[src/rtl/punc_ctrl_pkg.sv]
// Shared encodings for the PUnC control path: opcodes, FSM states, datapath
// select values and the packed control word driven by punc_control.
package punc_ctrl_pkg;

  typedef enum logic [3:0] {
    OP_BR   = 4'b0000,
    OP_ADD  = 4'b0001,
    OP_LD   = 4'b0010,
    OP_ST   = 4'b0011,
    OP_JSR  = 4'b0100,
    OP_AND  = 4'b0101,
    OP_LDR  = 4'b0110,
    OP_STR  = 4'b0111,
    OP_RTI  = 4'b1000,
    OP_NOT  = 4'b1001,
    OP_LDI  = 4'b1010,
    OP_STI  = 4'b1011,
    OP_JMP  = 4'b1100,
    OP_RSV  = 4'b1101,
    OP_LEA  = 4'b1110,
    OP_TRAP = 4'b1111
  } opcode_e;

  typedef enum logic [2:0] {
    ST_INIT,
    ST_FETCH,
    ST_DECODE,
    ST_EXECUTE,
    ST_EXECUTE2,
    ST_HALT
  } state_e;

  typedef enum logic [1:0] {
    MEM_W_ADDR_PC_OFF9   = 2'd0,
    MEM_W_ADDR_BASE_OFF6 = 2'd1,
    MEM_W_ADDR_MEM_DATA  = 2'd2
  } mem_w_addr_sel_e;

  typedef enum logic {
    MEM_W_DATA_RF_R0    = 1'b0,
    MEM_W_DATA_MEM_DATA = 1'b1
  } mem_w_data_sel_e;

  typedef enum logic [1:0] {
    MEM_R_ADDR_PC        = 2'd0,
    MEM_R_ADDR_PC_OFF9   = 2'd1,
    MEM_R_ADDR_BASE_OFF6 = 2'd2,
    MEM_R_ADDR_LDI_TEMP  = 2'd3
  } mem_r_addr_sel_e;

  typedef enum logic {
    RF_R0_ADDR_IR_8_6  = 1'b0,
    RF_R0_ADDR_IR_11_9 = 1'b1
  } rf_r0_addr_sel_e;

  typedef enum logic {
    RF_R1_ADDR_IR_2_0 = 1'b0,
    RF_R1_ADDR_IR_8_6 = 1'b1
  } rf_r1_addr_sel_e;

  typedef enum logic [1:0] {
    RF_W_DATA_ALU     = 2'd0,
    RF_W_DATA_MEM     = 2'd1,
    RF_W_DATA_PC      = 2'd2,
    RF_W_DATA_PC_OFF9 = 2'd3
  } rf_w_data_sel_e;

  typedef enum logic {
    RF_W_ADDR_IR_11_9 = 1'b0,
    RF_W_ADDR_R7      = 1'b1
  } rf_w_addr_sel_e;

  typedef enum logic [1:0] {
    PC_LD_PC_OFF9  = 2'd0,
    PC_LD_RF_R0    = 2'd1,
    PC_LD_PC_OFF11 = 2'd2
  } pc_ld_data_sel_e;

  typedef enum logic [2:0] {
    ALU_ADD  = 3'd0,
    ALU_ADDI = 3'd1,
    ALU_NOT  = 3'd2,
    ALU_AND  = 3'd3,
    ALU_ANDI = 3'd4,
    ALU_PASS = 3'd5
  } alu_sel_e;

  typedef enum logic {
    COND_LD_ALU     = 1'b0,
    COND_LD_RF_DATA = 1'b1
  } cond_ld_data_sel_e;

  typedef struct packed {
    logic              mem_w_en;
    mem_w_addr_sel_e   mem_w_addr_sel;
    mem_w_data_sel_e   mem_w_data_sel;
    mem_r_addr_sel_e   mem_r_addr_sel;
    logic              rf_w_en;
    rf_r0_addr_sel_e   rf_r0_addr_sel;
    rf_r1_addr_sel_e   rf_r1_addr_sel;
    rf_w_data_sel_e    rf_w_data_sel;
    rf_w_addr_sel_e    rf_w_addr_sel;
    logic              ir_ld;
    logic              pc_ld;
    logic              pc_clr;
    logic              pc_inc;
    pc_ld_data_sel_e   pc_ld_data_sel;
    alu_sel_e          alu_sel;
    logic              cond_ld;
    cond_ld_data_sel_e cond_ld_data_sel;
    logic              ldi_reg_ld;
    logic              halted;
  } ctrl_t;

  localparam ctrl_t CTRL_IDLE = '0;

  function automatic opcode_e ir_opcode(input logic [15:0] ir_word);
    return opcode_e'(ir_word[15:12]);
  endfunction

endpackage

[src/rtl/punc_branch_eval.sv]
// Combinational BR condition check: taken when any nzp bit in the instruction
// matches the current condition code; nzp=000 never branches.
module punc_branch_eval (
  input  logic [2:0] nzp_i,
  input  logic       n_i,
  input  logic       z_i,
  input  logic       p_i,
  output logic       taken_o
);

  assign taken_o = |(nzp_i & {n_i, z_i, p_i});

endmodule

[src/rtl/punc_control.sv]
// Moore control FSM for the PUnC LC3 datapath: 3 cycles per instruction, 4 for LDI/STI; no flow control.
// `define PUNC_CTRL_ILLEGAL_TRAP_EN turns opcodes 1000/1101 into a halt with a sticky `illegal` flag.
module punc_control
  import punc_ctrl_pkg::*;
(
  input  logic        clk,
  input  logic        rst,
  input  logic [15:0] ir,
  input  logic        n,
  input  logic        z,
  input  logic        p,
  output logic        mem_w_en,
  output logic [1:0]  mem_w_addr_sel,
  output logic        mem_w_data_sel,
  output logic [1:0]  mem_r_addr_sel,
  output logic        rf_w_en,
  output logic        rf_r0_addr_sel,
  output logic        rf_r1_addr_sel,
  output logic [1:0]  rf_w_data_sel,
  output logic        rf_w_addr_sel,
  output logic        ir_ld,
  output logic        pc_ld,
  output logic        pc_clr,
  output logic        pc_inc,
  output logic [1:0]  pc_ld_data_sel,
  output logic [2:0]  alu_sel,
  output logic        cond_ld,
  output logic        cond_ld_data_sel,
  output logic        ldi_reg_ld,
  output logic        halted
`ifdef PUNC_CTRL_ILLEGAL_TRAP_EN
  ,
  output logic        illegal
`endif
);

  state_e  state_q, state_d;
  ctrl_t   ctrl;
  opcode_e opcode;
  logic    br_taken;
  logic    unused_ir;

  assign opcode    = ir_opcode(ir);
  assign unused_ir = ^{ir[8:6], ir[4:0]};

  punc_branch_eval u_branch_eval (
    .nzp_i   (ir[11:9]),
    .n_i     (n),
    .z_i     (z),
    .p_i     (p),
    .taken_o (br_taken)
  );

  always_ff @(posedge clk) begin
    if (rst) begin
      state_q <= ST_INIT;
    end else begin
      state_q <= state_d;
    end
  end

`ifdef PUNC_CTRL_ILLEGAL_TRAP_EN
  logic illegal_set;
  logic illegal_q, illegal_d;

  assign illegal_d = illegal_q | illegal_set;
  assign illegal   = illegal_q;

  always_ff @(posedge clk) begin
    if (rst) begin
      illegal_q <= 1'b0;
    end else begin
      illegal_q <= illegal_d;
    end
  end
`endif

  always_comb begin
    state_d = state_q;
    ctrl    = CTRL_IDLE;
`ifdef PUNC_CTRL_ILLEGAL_TRAP_EN
    illegal_set = 1'b0;
`endif
    // Reset overrides the state decode so no strobe leaks out mid-instruction.
    if (rst) begin
      ctrl.pc_clr = 1'b1;
      state_d     = ST_INIT;
    end else begin
      case (state_q)
        ST_INIT: begin
          ctrl.pc_clr = 1'b1;
          state_d     = ST_FETCH;
        end
        ST_FETCH: begin
          ctrl.mem_r_addr_sel = MEM_R_ADDR_PC;
          ctrl.ir_ld          = 1'b1;
          ctrl.pc_inc         = 1'b1;
          state_d             = ST_DECODE;
        end
        ST_DECODE: begin
          state_d = ST_EXECUTE;
        end
        ST_EXECUTE: begin
          state_d = ST_FETCH;
          case (opcode)
            OP_ADD, OP_AND: begin
              if (opcode == OP_ADD) begin
                ctrl.alu_sel = ir[5] ? ALU_ADDI : ALU_ADD;
              end else begin
                ctrl.alu_sel = ir[5] ? ALU_ANDI : ALU_AND;
              end
              ctrl.rf_w_en = 1'b1;
              ctrl.cond_ld = 1'b1;
            end
            OP_NOT: begin
              ctrl.alu_sel = ALU_NOT;
              ctrl.rf_w_en = 1'b1;
              ctrl.cond_ld = 1'b1;
            end
            OP_BR: begin
              ctrl.pc_ld          = br_taken;
              ctrl.pc_ld_data_sel = PC_LD_PC_OFF9;
            end
            OP_JMP: begin
              ctrl.pc_ld          = 1'b1;
              ctrl.pc_ld_data_sel = PC_LD_RF_R0;
              ctrl.rf_r0_addr_sel = RF_R0_ADDR_IR_8_6;
            end
            OP_JSR: begin
              // Link write sees the pre-update PC since both land on the same edge.
              ctrl.rf_w_en        = 1'b1;
              ctrl.rf_w_addr_sel  = RF_W_ADDR_R7;
              ctrl.rf_w_data_sel  = RF_W_DATA_PC;
              ctrl.pc_ld          = 1'b1;
              ctrl.pc_ld_data_sel = ir[11] ? PC_LD_PC_OFF11 : PC_LD_RF_R0;
              ctrl.rf_r0_addr_sel = RF_R0_ADDR_IR_8_6;
            end
            OP_LD, OP_LDR: begin
              ctrl.mem_r_addr_sel   = (opcode == OP_LD) ? MEM_R_ADDR_PC_OFF9
                                                        : MEM_R_ADDR_BASE_OFF6;
              ctrl.rf_w_en          = 1'b1;
              ctrl.rf_w_data_sel    = RF_W_DATA_MEM;
              ctrl.cond_ld          = 1'b1;
              ctrl.cond_ld_data_sel = COND_LD_RF_DATA;
            end
            OP_LEA: begin
              ctrl.rf_w_en          = 1'b1;
              ctrl.rf_w_data_sel    = RF_W_DATA_PC_OFF9;
              ctrl.cond_ld          = 1'b1;
              ctrl.cond_ld_data_sel = COND_LD_RF_DATA;
            end
            OP_ST: begin
              ctrl.mem_w_en       = 1'b1;
              ctrl.mem_w_addr_sel = MEM_W_ADDR_PC_OFF9;
              ctrl.mem_w_data_sel = MEM_W_DATA_RF_R0;
              ctrl.rf_r0_addr_sel = RF_R0_ADDR_IR_11_9;
            end
            OP_STR: begin
              ctrl.mem_w_en       = 1'b1;
              ctrl.mem_w_addr_sel = MEM_W_ADDR_BASE_OFF6;
              ctrl.mem_w_data_sel = MEM_W_DATA_RF_R0;
              ctrl.rf_r0_addr_sel = RF_R0_ADDR_IR_11_9;
              ctrl.rf_r1_addr_sel = RF_R1_ADDR_IR_8_6;
            end
            OP_LDI, OP_STI: begin
              ctrl.mem_r_addr_sel = MEM_R_ADDR_PC_OFF9;
              ctrl.ldi_reg_ld     = 1'b1;
              state_d             = ST_EXECUTE2;
            end
            OP_TRAP: begin
              state_d = ST_HALT;
            end
            OP_RTI, OP_RSV: begin
`ifdef PUNC_CTRL_ILLEGAL_TRAP_EN
              illegal_set = 1'b1;
              state_d     = ST_HALT;
`endif
            end
          endcase
        end
        ST_EXECUTE2: begin
          state_d             = ST_FETCH;
          ctrl.mem_r_addr_sel = MEM_R_ADDR_LDI_TEMP;
          if (opcode == OP_LDI) begin
            ctrl.rf_w_en          = 1'b1;
            ctrl.rf_w_data_sel    = RF_W_DATA_MEM;
            ctrl.cond_ld          = 1'b1;
            ctrl.cond_ld_data_sel = COND_LD_RF_DATA;
          end else begin
            ctrl.mem_w_en       = 1'b1;
            ctrl.mem_w_addr_sel = MEM_W_ADDR_MEM_DATA;
            ctrl.mem_w_data_sel = MEM_W_DATA_RF_R0;
            ctrl.rf_r0_addr_sel = RF_R0_ADDR_IR_11_9;
          end
        end
        ST_HALT: begin
          ctrl.halted = 1'b1;
        end
        default: begin
          state_d = ST_INIT;
        end
      endcase
    end
  end

  assign mem_w_en         = ctrl.mem_w_en;
  assign mem_w_addr_sel   = ctrl.mem_w_addr_sel;
  assign mem_w_data_sel   = ctrl.mem_w_data_sel;
  assign mem_r_addr_sel   = ctrl.mem_r_addr_sel;
  assign rf_w_en          = ctrl.rf_w_en;
  assign rf_r0_addr_sel   = ctrl.rf_r0_addr_sel;
  assign rf_r1_addr_sel   = ctrl.rf_r1_addr_sel;
  assign rf_w_data_sel    = ctrl.rf_w_data_sel;
  assign rf_w_addr_sel    = ctrl.rf_w_addr_sel;
  assign ir_ld            = ctrl.ir_ld;
  assign pc_ld            = ctrl.pc_ld;
  assign pc_clr           = ctrl.pc_clr;
  assign pc_inc           = ctrl.pc_inc;
  assign pc_ld_data_sel   = ctrl.pc_ld_data_sel;
  assign alu_sel          = ctrl.alu_sel;
  assign cond_ld          = ctrl.cond_ld;
  assign cond_ld_data_sel = ctrl.cond_ld_data_sel;
  assign ldi_reg_ld       = ctrl.ldi_reg_ld;
  assign halted           = ctrl.halted;

endmodule

[config.mk]
export PLATFORM = sky130hd
export DESIGN_NAME = punc_control
export DESIGN_NICKNAME = d
export VERILOG_FILES = /design/src/rtl/punc_ctrl_pkg.sv /design/src/rtl/punc_branch_eval.sv /design/src/rtl/punc_control.sv
export SDC_FILE = /design/constraint.sdc
export NUM_CORES = 1
export LEC_CHECK = 0
export ABC_AREA = 1
export CAP_MARGIN = 20
export CORE_UTILIZATION = 31
export DETAILED_ROUTE_END_ITERATION = 6
export PLACE_DENSITY = 0.85
export SLEW_MARGIN = 10
export SYNTH_ARGS = -nofsm -noshare
export SYNTH_HDL_FRONTEND = slang
export SYNTH_SLANG_ARGS = --single-unit
export TNS_END_PERCENT = 1
[constraint.sdc]
create_clock -name clk -period 3.8 [get_ports clk]
set_input_delay 1.14 -clock clk [delete_from_list [all_inputs] [get_ports clk]]
set_output_delay 1.14 -clock clk [all_outputs]
set_load 0.05 [all_outputs]
==> flow_summary.ini <==
[run_status]
status = finished, final reports clean

[yosys]
synth_xor_area_share_pct = 0
synth_top_flop_cell = dfxtp_1
synth_top_family_by_area = simple AND/OR/NAND/NOR gates
syn_avg_cell_area_um2 = 5.20
synth-seq-area-share_pct = 12.6
synth_compound_gate_area_share_pct = 9.69
synth_common_cells = nand2_1, nor2_1, inv_1
synth-seq-cells = 3
netlist_top_cells_area = nand2_1, nor2_1, dfxtp_1, nand3_1, inv_1
synthCells = 92
synth_fa_ha_area_share_pct = 5.24
synth.most_common_cell = nand2_1
async_reset_ff_share_pct = 0
yosysWarnings = 0
syn-cell-area_um2 = 478
muxShareOfSynthArea_pct = 0
syn_nets = 115
yosys.area.top_type = nand2_1
synth_top_area_share_pct = 16.5
synth-edff-count = 0
ys_types = 18
synthSimpleGateAreaFrac_pct = 53.7

[sta]
whs_ps = 577
finalCritPeriodShare_pct = 98.1
layout_min_cycle_time_ps = 3730
finalMaxSlewViolations = 0
rsz0062_at_grt = true
hold_viol_final = 0
fin_setup_tns_ps = 0
final.setup.worst_slack_ps = 70.7
setup_viol = 0
fin_skew_ps = 6.22
maxClockFrequency_ghz = 0.268

[worst_setup_path]
r2r_start = state_q[1]
crit_fanout = 8
r2r_cells = 4
startpoint_type = input port
end_kind = primary output
cp.required_ps = 2660
critPathKind = input port to primary output
cp.arrival_ps = 2590
r2r_setup_slack_ps = 2610
reg2reg_to = state_q[2]

[die]
start_util_pct = 35.0
die_w_um = 41.3
rows = 13
core_mm2 = 0.00137
die-area_mm2 = 0.00170
die_height_um = 41.3
ios = 46

[hold_path]
hp-start = state_q[2]
hold_depth = 2
worstHoldPathType = flip-flop to flip-flop
min_to = state_q[0]

[global_route]
antenna_found_initial = 0
overflow = 0
grt_pass1_vias = 653
grtUsageTotal_pct = 24.5
grt_pass1_wl_um = 2630
grt_start_max_net_pins = 9

[cells_and_area]
final_cells = 149
drive_gt1_share_pct = 31.3
final_nets = 158
top_register = state_q
regArea_um2 = 60.1
nFillCells = 89
multi_input_area_um2 = 340
largest_reg_flops = 3
final_area_mm2 = 0.00115
top_regs = state_q: 3 flops
diodes = 0
syn2layout_area_growth_pct = 141
finish.utilization_pct = 84.3

[power]
vdd_ir_drop_max_mv = 0.115
powerDensity_mw_per_mm2 = 157
power.leakage_nw = 0.567
fin_total_pwr_mw = 0.181

[clocking]
cts_hold_buffers = 0
max-clock-path-buffers = 2
clk_pin_slew_worst_paths_ps = 40
cts_root_buf = clkbuf_4
postCtsSetupBuffers = 0
cts_max_level = 1
cts_buffers = 3
ctsResizeCount = 1
tritoncts = built
cts.sinks = 3
worstSkewPairLatency_ps = 250

[drt]
ant_nets = 0
wl_um = 1760
vias = 732
drt_iter0_drc = 31
drt_pre_antenna_iters = 4
vias_per_cell = 4.91
route.detailed.drc = 0
post_drt_wl_per_cell_um = 11.8

[place]
gp_congestion = 0.849
post-place-ws_ps = -1.32
dpl-instance-area_mm2 = 0.00112
port_buffers = 36
dp_cells = 145
hpwl_um = 1440

[run]
cap_viol_max_count = 0
## worst max-delay path by stage
stage | start | slack (ps) | to
floorplan | rst | 40 | mem_r_addr_sel[1]
global placement | ir[15] | 40 | alu_sel[0]
detailed placement | ir[15] | -1 | alu_sel[0]
CTS | ir[12] | 20 | alu_sel[0]
global route | ir[13] | -40 | pc_ld_data_sel[1]
finish | rst | 70 | mem_w_en
## area by class of cell
type / count / area share, %
Timing Repair Buffer: 41 / 55.8
Multi-Input combinational cell: 69 / 29.5
Sequential cell: 3 / 5.21
Inverter: 17 / 5.54
Tap cell: 15 / 1.63
Clock buffer: 4 / 2.28
## layer usage
layer  global-route usage [%]  part of all wire [%]
met4                     13.7                   1.6
met3                     4.89                   6.0
met2                     44.9                    55
met1                     25.4                    38
met5                        0                     0
## critical path, stage by stage
cell and delay (ps):
clkdlybuf4s50_1 440, inv_2 90, nand2_4 70, nor2_4 170
nand3_1 220, o22ai_2 280, buf_12 180
## placed cells by master (no fill, tap or decap), types with 2 or more instances in the layout
cell,n
buf_12,24
nand2_1,21
nor2_1,16
inv_1,14
nand3_1,11
clkdlybuf4s50_1,10
buf_4,5
nor2_2,4
o21ai_0,4
inv_2,3
a21oi_1,3
clkbuf_4,3
dfxtp_1,3
nor3_1,2
ha_1,2
dlymetal6s2s_1,2
## where the power goes
group	internal [mW]	switching [mW]	leakage [nW]	total (mW)
clock	0.0396	0.0204	0.0150	0.0600
combinational	0.0379	0.0470	0.527	0.0849
sequential	0.0341	0.00215	0.0248	0.0362
## cells by family after synthesis
group | count (synthesis)
DFF | 3
and+or+nand+nor | 57
adders and majority gates | 2
other | 1
buffers and inverters | 20
AOI/OAI and AO/OA | 9
Note: power is estimated with default switching activity, not from simulation.
